--- src/rtl/pipe_mem_dmem_ctrl.sv ---
// pipe_mem_dmem_ctrl: MEM-stage data-memory req/ack controller with load alignment, stall and timeout
module pipe_mem_dmem_ctrl #(
  parameter int TIMEOUT = 255
) (
  input  logic        clk,
  input  logic        rst,
  input  logic        mem_valid,
  input  logic [3:0]  mem_dmem_op,
  input  logic [31:0] mem_alu_out,
  input  logic [31:0] mem_rt_data,
  input  logic        dmem_ack,
  input  logic [31:0] dmem_rdata,
  output logic        dmem_req,
  output logic        dmem_we,
  output logic [31:0] dmem_addr,
  output logic [31:0] dmem_wdata,
  output logic [3:0]  dmem_be,
  output logic [31:0] mem_dmem_out,
  output logic        mem_stall,
  output logic        mem_addr_exc,
  output logic        mem_bus_err
);
  typedef enum logic [1:0] {IDLE, BUSY, DONE} state_t;
  state_t state, state_n;
  logic [7:0] cnt;
  logic [3:0] op_r;
  logic [1:0] lo_r;
  logic is_word, is_half, is_byte, is_st, aligned, start, timeout, ld_r;
  logic [3:0] be_n;
  logic [31:0] wdata_n, ld_data;
  logic [7:0] lane_b;
  logic [15:0] lane_h;
  assign is_word = mem_dmem_op == 4'd1 || mem_dmem_op == 4'd6;
  assign is_half = mem_dmem_op inside {4'd2, 4'd3, 4'd7};
  assign is_byte = mem_dmem_op inside {4'd4, 4'd5, 4'd8};
  assign is_st = mem_dmem_op inside {[4'd6:4'd8]};
  assign aligned = is_word ? mem_alu_out[1:0] == 2'b00 : is_half ? !mem_alu_out[0] : 1'b1;
  assign start = mem_valid && (is_word || is_half || is_byte) && aligned;
  assign timeout = state == BUSY && !dmem_ack && cnt == 8'(TIMEOUT - 1);
  assign be_n = is_word ? 4'hF : is_half ? (mem_alu_out[1] ? 4'hC : 4'h3) : 4'b0001 << mem_alu_out[1:0];
  assign wdata_n = is_half ? {2{mem_rt_data[15:0]}} : is_byte ? {4{mem_rt_data[7:0]}} : mem_rt_data;
  assign ld_r = op_r inside {[4'd1:4'd5]};
  assign lane_b = 8'(dmem_rdata >> {lo_r, 3'b000});
  assign lane_h = lo_r[1] ? dmem_rdata[31:16] : dmem_rdata[15:0];
  assign ld_data = op_r == 4'd2 ? {{16{lane_h[15]}}, lane_h} :
                   op_r == 4'd3 ? {16'h0, lane_h} :
                   op_r == 4'd4 ? {{24{lane_b[7]}}, lane_b} :
                   op_r == 4'd5 ? {24'h0, lane_b} : dmem_rdata;
  // state register
  always_ff @(posedge clk or negedge rst)
    if (!rst) state <= IDLE;
    else state <= state_n;
  // next-state logic; DONE never re-evaluates start so an instruction issues once
  always_comb begin
    state_n = state;
    case (state)
      IDLE: state_n = start ? BUSY : IDLE;
      BUSY: state_n = (dmem_ack || timeout) ? DONE : BUSY;
      default: state_n = IDLE;
    endcase
  end
  // stall and misalignment outputs
  always_comb begin
    mem_stall = (state == IDLE && start) || state == BUSY;
    mem_addr_exc = state == IDLE && mem_valid && (is_word || is_half || is_byte) && !aligned;
  end
  // bus latches, wait counter, load result and error pulse
  always_ff @(posedge clk or negedge rst)
    if (!rst) begin
      dmem_req <= 1'b0;
      dmem_we <= 1'b0;
      dmem_addr <= '0;
      dmem_wdata <= '0;
      dmem_be <= '0;
      mem_dmem_out <= '0;
      mem_bus_err <= 1'b0;
      cnt <= '0;
      op_r <= '0;
      lo_r <= '0;
    end else begin
      dmem_req <= state_n == BUSY;
      mem_bus_err <= timeout;
      if (state == IDLE && start) begin
        dmem_we <= is_st;
        dmem_addr <= {mem_alu_out[31:2], 2'b00};
        dmem_wdata <= wdata_n;
        dmem_be <= be_n;
        op_r <= mem_dmem_op;
        lo_r <= mem_alu_out[1:0];
        cnt <= '0;
      end
      if (state == BUSY) cnt <= cnt + 8'd1;
      if (state == BUSY && dmem_ack && ld_r) mem_dmem_out <= ld_data;
      else if (timeout) mem_dmem_out <= '0;
    end
endmodule

--- config.mk ---
export PLATFORM = sky130hd
export DESIGN_NAME = pipe_mem_dmem_ctrl
export DESIGN_NICKNAME = d
export VERILOG_FILES = /design/src/rtl/pipe_mem_dmem_ctrl.sv
export SDC_FILE = /design/constraint.sdc
export NUM_CORES = 1
export LEC_CHECK = 0
export CORE_MARGIN = 1
export CORE_UTILIZATION = 45
export CTS_BUF_LIST = sky130_fd_sc_hd__clkbuf_16
export DETAILED_ROUTE_END_ITERATION = 6
export DONT_BUFFER_PORTS = 1
export PLACE_DENSITY_LB_ADDON = 0.2
export SYNTH_ARGS = -nofsm -noshare
export SYNTH_HDL_FRONTEND = slang
export SYNTH_SLANG_ARGS = --single-unit
--- constraint.sdc ---
create_clock -name clk -period 3.2 [get_ports clk]
set_clock_uncertainty 0.15 [all_clocks]
set_input_delay 0.64 -clock clk [delete_from_list [all_inputs] [get_ports clk]]
set_output_delay 0.64 -clock clk [all_outputs]
set_load 0.01 [all_outputs]
Yosys cells after proc, flatten, opt, wreduce, memory -nomap -nowiden

Index checks and enable logic that the tools add are counted.

Output and inout bits: 105
Logic and storage cells: 78
Bits in registers: 117

Eq/ne operators: 15
Multiplexer cells: 19
Magnitude comparators: 4
Shifts and indexed selects: 2
$add $sub $neg: 1
Reduce and logical (&&, ||, !) cells: 26

Operators with widths:

| cell                  | number |
|---|---|
| $mux W32              | 8 |
| $shr A32 B5 Y8        | 1 |
| $eq A4 B3 Y1 const B  | 6 |
| $eq A4 B2 Y1 const B  | 4 |
| $mux W16              | 1 |
| $mux W8               | 2 |
| $logic_and A1 B1 Y1   | 12 |
| $mux W4               | 3 |
| $add A8 B1 Y8 const B | 1 |
| $eq A8 B8 Y1 const B  | 1 |
| $reduce_bool A3 Y1    | 2 |
| $logic_or A1 B1 Y1    | 5 |
| $eq A2 B1 Y1 const B  | 2 |
| $eq A4 B1 Y1 const B  | 1 |
| $eq A4 B4 Y1 const B  | 1 |
| $ge A4 B1 Y1 const B  | 1 |
| $ge A4 B3 Y1 const B  | 1 |
| $le A4 B3 Y1 const B  | 1 |
| $le A4 B4 Y1 const B  | 1 |
| $logic_not A2 Y1      | 2 |
| $pmux W2 S2           | 1 |
| $reduce_bool A2 Y1    | 2 |
| $shl A1 B2 Y4 const A | 1 |
| $logic_not A1 Y1      | 3 |
| 2 further kinds       | 4 |

Depth between registers and ports, before layout

Gate-level depths: netlist of the first run.

Depth after elaboration: 9
Gate-level depth with buffers: 7
Gate-level depth less buffers: 6

Worst setup path after synthesis of the first run

No wires, ideal clock.

Kind: input port to output port
Start point: input mem_dmem_op[2]
End point: output mem_addr_exc
Setup slack: 0.731 ns
Stages: 4
Arrival time: 1.679 ns
Buffers on the path: 1
Cells stage by stage: clkbuf_1 -> or4_1 -> and4_1 -> and2_1

Cells in the longest elaborated chain, start to end: 6

Ends and longest elaborated chain:

| element                                                            | line   | source |
|---|---|---|
| from (decl)                                                        | 8      | `input logic [3:0] mem_dmem_op,` |
| $eq A4 B2 Y1 (tied with other cells)                               | 34     | `assign is_half = mem_dmem_op inside {4'd2, 4'd3, 4'd7};` |
| $reduce_bool A3 Y1 / $logic_or A1 B1 Y1 (equally long branches)    | 34, 33 |  |
| $mux W1 / $logic_or A1 B1 Y1 (equally long branches) (2 in series) | 37, 65 |  |
| $logic_not A1 Y1 / $logic_and A1 B1 Y1 (equally long branches)     | 65     | `mem_addr_exc = state == IDLE && mem_valid && (is_word \|\| is_half \|\| is_byte) && !aligned;` |
| $logic_and A1 B1 Y1 (*)                                            | 65     |  |
| to (decl)                                                          | 20     | `output logic mem_addr_exc,` |

Every way passes the cells marked *; elsewhere a longest branch is shown, timed or not.

Worst setup path in the final report of the first run

Start point: input mem_dmem_op[0]
End point: output mem_stall

Cells in the longest elaborated chain, start to end: 8

Ends and longest elaborated chain:

| element                                                         | line   | source |
|---|---|---|
| $eq A4 B2 Y1 (tied with other cells)                            | 34     |  |
| $reduce_bool A3 Y1 / $logic_or A1 B1 Y1 (equally long branches) | 34, 33 |  |
| $logic_or A1 B1 Y1 (2 in series)                                | 38     | `assign start = mem_valid && (is_word \|\| is_half \|\| is_byte) && aligned;` |
| $logic_and A1 B1 Y1                                             | 38     |  |
| $logic_and A1 B1 Y1 (*)                                         | 38     |  |
| $logic_and A1 B1 Y1 (*)                                         | 64     | `mem_stall = (state == IDLE && start) \|\| state == BUSY;` |
| $logic_or A1 B1 Y1 (*)                                          | 64     |  |
| to (decl)                                                       | 19     | `output logic mem_stall,` |

Marks and branches as above.

==> results.json, run 1 <==
{
  "die_w_um": 116,
  "clkTransAtPathRegs_ps": 50,
  "worstSetupEndpointType": "output pin",
  "ys_seq_elements": 117,
  "first_global_vias": 4326,
  "antenna_left": 0,
  "clk_path_buf_depth": 2,
  "drive_above_1_share_pct": 22.8,
  "ys_async_sr_fraction_pct": 100,
  "cts.sinks": 117,
  "grt_first_pass_wirelength_um": 22400,
  "clk_latency_ps": 400,
  "synth_fa_ha_area_share_pct": 0.424,
  "drc": 0,
  "slew-limit-headroom_pct": 51.1,
  "synthSimpleGateAreaFrac_pct": 9.84,
  "antenna_found_initial": 0,
  "vias": 4070,
  "grt_busiest_layer": "met2",
  "root_buffer": "clkbuf_16",
  "status": "complete, but fails checks",
  "crit_path_top_delay_cell": "a221oi_1",
  "place.gp.congestion": 0.863,
  "maxCapViolCount": 0,
  "hold_viol_final": 117,
  "slew_viol_final": 0,
  "synth-compound-area-share_pct": 14.4,
  "core_area_um2": 12700,
  "cp.depth": 3,
  "grt_start_max_net_pins": 118,
  "power.density_nw_per_um2": 881,
  "cpPeakStageDelay_ps": 590,
  "fmaxAchievable_mhz": 401,
  "synth_mux_area_share_pct": 20.3,
  "grt_usage_pct": 21.8,
  "antennaDiodeCount": 0,
  "synth_top_family_by_area": "multiplexers",
  "whs_ps": -216,
  "tightest_slew_ps": 734,
  "min_path_type": "input pin to asynchronous set/reset pin",
  "cts_buffers": 17,
  "firstDrtPassIters": 6,
  "synth_area_per_cell_um2": 11.6,
  "hpwl_um": 9960,
  "fin_area_um2": 6580,
  "fp.dieH_um": 116,
  "final-setup-viol-count": 0,
  "dp.cells": 649,
  "post_drt_wl_per_cell_um": 21.2,
  "synthCells": 510,
  "rsz0062_at_grt": "no",
  "min_period_ps": 2490,
  "synth_area_um2": 5900,
  "post_cts.repair.setup_buffers": 0,
  "post-route-util_pct": 51.7,
  "io_pins": 209,
  "p_leak_nw": 2.86,
  "cp-start-kind": "input pin",
  "path_buf_inv": 0,
  "worstPathCellList": "nand2b_1, a221oi_1, o21ai_0",
  "r2r_cells": 4,
  "start_util_pct": 46.4,
  "areaGrowthSynthToFinish_pct": 11.5,
  "cts_tree": "yes",
  "wirelength_um": 14400,
  "synth_edf_count": 0,
  "ys.flop_type": "dfrtp_1",
  "port_buffers": 0,
  "violations": "hold timing",
  "grt_util_met2_pct": 35.5,
  "use_met3_pct": 10.7,
  "use_met1_pct": 24.8,
  "vdd.ir_drop.worst_uv": 367,
  "path_delay_family": "compound AO/OA/AOI/OAI gates",
  "synth_xor_area_share_pct": 0.594,
  "overflow": 0,
  "yosys_warnings": 0,
  "tns_ps": 0,
  "nets": 602,
  "drt_first_iter_violations": 314,
  "rows": 41,
  "synthDistinctLibCells": 59,
  "htree_levels": 4,
  "placed_area_um2": 6030,
  "ys_seq_area_share_pct": 49.6,
  "fillers": 1150,
  "fin_cells": 680,
  "worstSetupPathType": "input pin to output pin",
  "worstPathMaxFanout": 9,
  "post-route-period-util_pct": 77.9,
  "via_per_inst": 5.99,
  "cts_resized": 0,
  "cp_data_arrival_time_ps": 1700,
  "dieArea_um2": 13600,
  "required_ps": 2410
}
==> cell usage in the layout, fill, tap and decap left out, drive strengths merged, types with 14 or more instances in the layout <==
cell type  count
a32o          15
a22o          22
nand3         33
mux2i         23
dfrtp        117
a21oi         14
nor2          14
clkbuf        17
mux2          83
nand2         29
inv           23
==> per-layer routing <==
layer | vias up | part of all wire [%]
li1 | 1859 | -
met1 | 2020 | 39
met2 | 177 | 49
met3 | 14 | 12
met4 | 0 | 1.3
met5 | - | 0
==> sequential cells by signal, summed over array words and instances (netlist names) <==
signal / cells
mem_dmem_out: 32
dmem_we: 1
cnt: 8
lo_r: 2
dmem_addr: 30
state: 2
mem_bus_err: 1
op_r: 4
dmem_wdata: 32
dmem_req: 1
dmem_be: 4
==> cell type report <==
| cell class | instances | area, um^2 | area share [%] |
|---|---|---|---|
| inverters | 21 | 78.8 | 1.20 |
| multi-input cells | 330 | 2700 | 41.1 |
| repair buffers | 9 | 105 | 1.60 |
| flip-flops and latches | 117 | 2930 | 44.5 |
| clock inverters | 14 | 121 | 1.85 |
| well taps | 172 | 215 | 3.27 |
| clock buffers | 17 | 425 | 6.47 |
==> path summary, 6_finish.rpt <==
kind	start	end	slack, ps
max	mem_dmem_op[0]	mem_stall	710
min	rst	cnt[5]$_DFFE_PN0P_	-220
max reg2reg	op_r[2]$_DFFE_PN0P_	mem_dmem_out[6]$_DFFE_PN0P_	870
min reg2reg	dmem_addr[11]$_DFFE_PN0P_	dmem_addr[11]$_DFFE_PN0P_	410
max in group asynchronous	rst	mem_dmem_out[4]$_DFFE_PN0P_	2850
min in group clk	mem_alu_out[27]	dmem_addr[27]$_DFFE_PN0P_	220
==> cells in the mapped netlist (3+ instances only) <==
cell type	instances	share of area [%]
a21oi_1	14	1.2
a221o_1	5	0.85
a222oi_1	8	1.4
a22o_1	22	3.3
a32o_1	15	2.5
buf_2	14	1.2
clkbuf_1	23	1.5
dfrtp_1	117	50
inv_1	21	1.3
mux2_1	14	2.7
mux2_2	67	13
mux2i_1	23	3.9
nand2_1	29	1.8
nand2b_1	8	0.85
nand3_1	33	2.8
nand4_1	4	0.42
nor2_1	13	0.83
nor2b_1	5	0.53
o211ai_1	6	0.76
o21ai_0	9	0.76
o21bai_1	3	0.38
xor2_1	4	0.59
==> cells by family after synthesis <==
logic type	after synthesis
AO/OA/AOI/OAI	104
XOR/XNOR	4
adder cells (fa/ha/maj)	2
buffers and inverters	64
flip-flops	117
multiplexers	107
other	1
AND/OR/NAND/NOR	111
==> stage by stage <==
stage	hold WS [ps]	setup slack [ps]	total power (W)
2_1_floorplan	194	731	0.00372
3_3_place_gp	199	679	0.00402
3_5_place_dp	199	639	0.00406
4_1_cts	-236	681	0.00585
5_1_grt	-239	561	0.00613
6_report	-216	706	0.00579
==> report_power, final <==
part           total [W]  switching [W]  internal [W]  leakage (nW)
Sequential       0.00276       0.000724       0.00203          1.43
Clock            0.00176       0.000644       0.00112         0.269
Combinational    0.00127       0.000578      0.000697          1.16
Note: power is estimated with default switching activity, not from simulation.
==> run 2: changes to the inputs <==
==> constraint.sdc (replaced) <==
create_clock -name clk -period 2.5 [get_ports clk]
set_clock_uncertainty 0.15 [all_clocks]
set_input_delay 0.5 -clock clk [delete_from_list [all_inputs] [get_ports clk]]
set_output_delay 0.5 -clock clk [all_outputs]
set_load 0.01 [all_outputs]
==> results.json, run 2 (synthesized netlist as in run 1, its figures left out) <==
{
  "clk_latency_ps": 410,
  "cp-start-kind": "flop",
  "vdd.ir_drop.worst_uv": 483,
  "fp.dieH_um": 116,
  "dp_slack_ps": 113,
  "grt_first_pass_wirelength_um": 22300,
  "areaGrowthSynthToFinish_pct": 12.8,
  "grt_usage_pct": 22.1,
  "setup_ws_ps": 210,
  "post-route-period-util_pct": 91.6,
  "antennaDiodeCount": 0,
  "violations": "hold timing",
  "rows": 41,
  "clk_path_buf_depth": 2,
  "wirelength_um": 14300,
  "fmaxAchievable_mhz": 437,
  "worstPathMaxFanout": 3,
  "firstDrtPassIters": 6,
  "hpwl_um": 9930,
  "die_w_um": 116,
  "worstSetupEndpointType": "output pin",
  "fillers": 1175,
  "htree_levels": 4,
  "overflow": 0,
  "whs_ps": -364,
  "clkTransAtPathRegs_ps": 50,
  "drt_first_iter_violations": 294,
  "dieArea_um2": 13600,
  "cp_data_arrival_time_ps": 1640,
  "first_global_vias": 4225,
  "reg.largest.list": "dmem_wdata (32), mem_dmem_out (32), dmem_addr (30)",
  "hold_viol_final": 117,
  "drc": 0,
  "cts.sinks": 117,
  "worstSetupPathType": "flop to output pin",
  "nets": 612,
  "drive_above_1_share_pct": 23.7,
  "p_leak_nw": 2.92,
  "final_cell_mix": "dfrtp_1 (117), mux2_2 (67), nand3_1 (33), nand2_1 (29)",
  "slew_viol_final": 0,
  "start_util_pct": 46.4,
  "vias": 4106,
  "required_ps": 1850,
  "tns_ps": 0,
  "root_buffer": "clkbuf_16",
  "r2r_slack_ps": 280,
  "min_path_type": "input pin to asynchronous set/reset pin",
  "post-route-util_pct": 52.3,
  "status": "complete, but fails checks",
  "io_pins": 209,
  "antenna_found_initial": 0,
  "r2r_cells": 4,
  "cts_resized": 0,
  "final_common_cell": "dfrtp_1",
  "post_drt_wl_per_cell_um": 20.8,
  "port_buffers": 0,
  "tightest_slew_ps": 723,
  "place.gp.congestion": 0.822,
  "maxCapViolCount": 0,
  "cts_buffers": 17,
  "antenna_left": 0,
  "post_cts.repair.setup_buffers": 0,
  "cts_tree": "yes",
  "min_period_ps": 2290,
  "final-setup-viol-count": 0,
  "timing.rr.start": "lo_r[0]$_DFFE_PN0P_",
  "rr_endpoint": "mem_dmem_out[5]$_DFFE_PN0P_",
  "power.density_nw_per_um2": 1110,
  "rsz0062_at_grt": "no",
  "seqCellArea_um2": 2930,
  "via_per_inst": 5.98,
  "multi_input_area_um2": 2700,
  "core_area_um2": 12700,
  "grt_start_max_net_pins": 118,
  "slew-limit-headroom_pct": 51.8
}
[run 2: worst max-delay path by stage]
stage | startpoint | end | slack, ps | cells after the start
finish | state[1]$_DFF_PN0_ | mem_stall | 210 | 3
global route | state[1]$_DFF_PN0_ | mem_stall | 60 | 3
CTS | state[1]$_DFF_PN0_ | mem_stall | 190 | 3
detailed placement | mem_dmem_op[2] | dmem_wdata[25]$_DFFE_PN0P_ | 110 | 4
global placement | mem_dmem_op[2] | dmem_wdata[25]$_DFFE_PN0P_ | 130 | 4
floorplan | mem_dmem_op[2] | dmem_wdata[14]$_DFFE_PN0P_ | 200 | 5
[run 2: area by class of cell]
cell class | instances | share of cell area, %
clock inverter | 11 | 1.47
multi-input combinational | 330 | 40.6
timing repair buffer | 19 | 3.08
inverter | 21 | 1.18
tap | 172 | 3.23
sequential | 117 | 44.0
clock buffer | 17 | 6.39
[run 2: report_power, final]
part	switching, W	total [W]	internal, W
logic	0.000783	0.00173	0.000945
clock network	0.000782	0.00219	0.00141
registers	0.000883	0.00349	0.00260
total	0.00245	0.00741	0.00496
[run 2: worst max-delay path, stage by stage (launching register included)]
cell and delay (ps):
dfrtp_1 380, nor2_1 190, nand4_1 210, o21ai_0 450
[run 2: stage by stage]
step	power, W	cell area, um^2	instances
final	0.00741	6650	687
after CTS	0.00749	6650	687
after global routing	0.00786	6650	687
after detailed placement	0.00526	6130	659
after global placement	0.00521	6130	659
after floorplan	0.00476	5900	511
[run 2: metal layers]
layer / up-vias / part of all wire [%] / GRT usage, %
li1: 1873 / - / -
met1: 2021 / 38 / 25.2
met2: 181 / 48 / 34.8
met3: 31 / 11 / 10.2
met4: 0 / 2.6 / 11.1
met5: - / 0 / 0
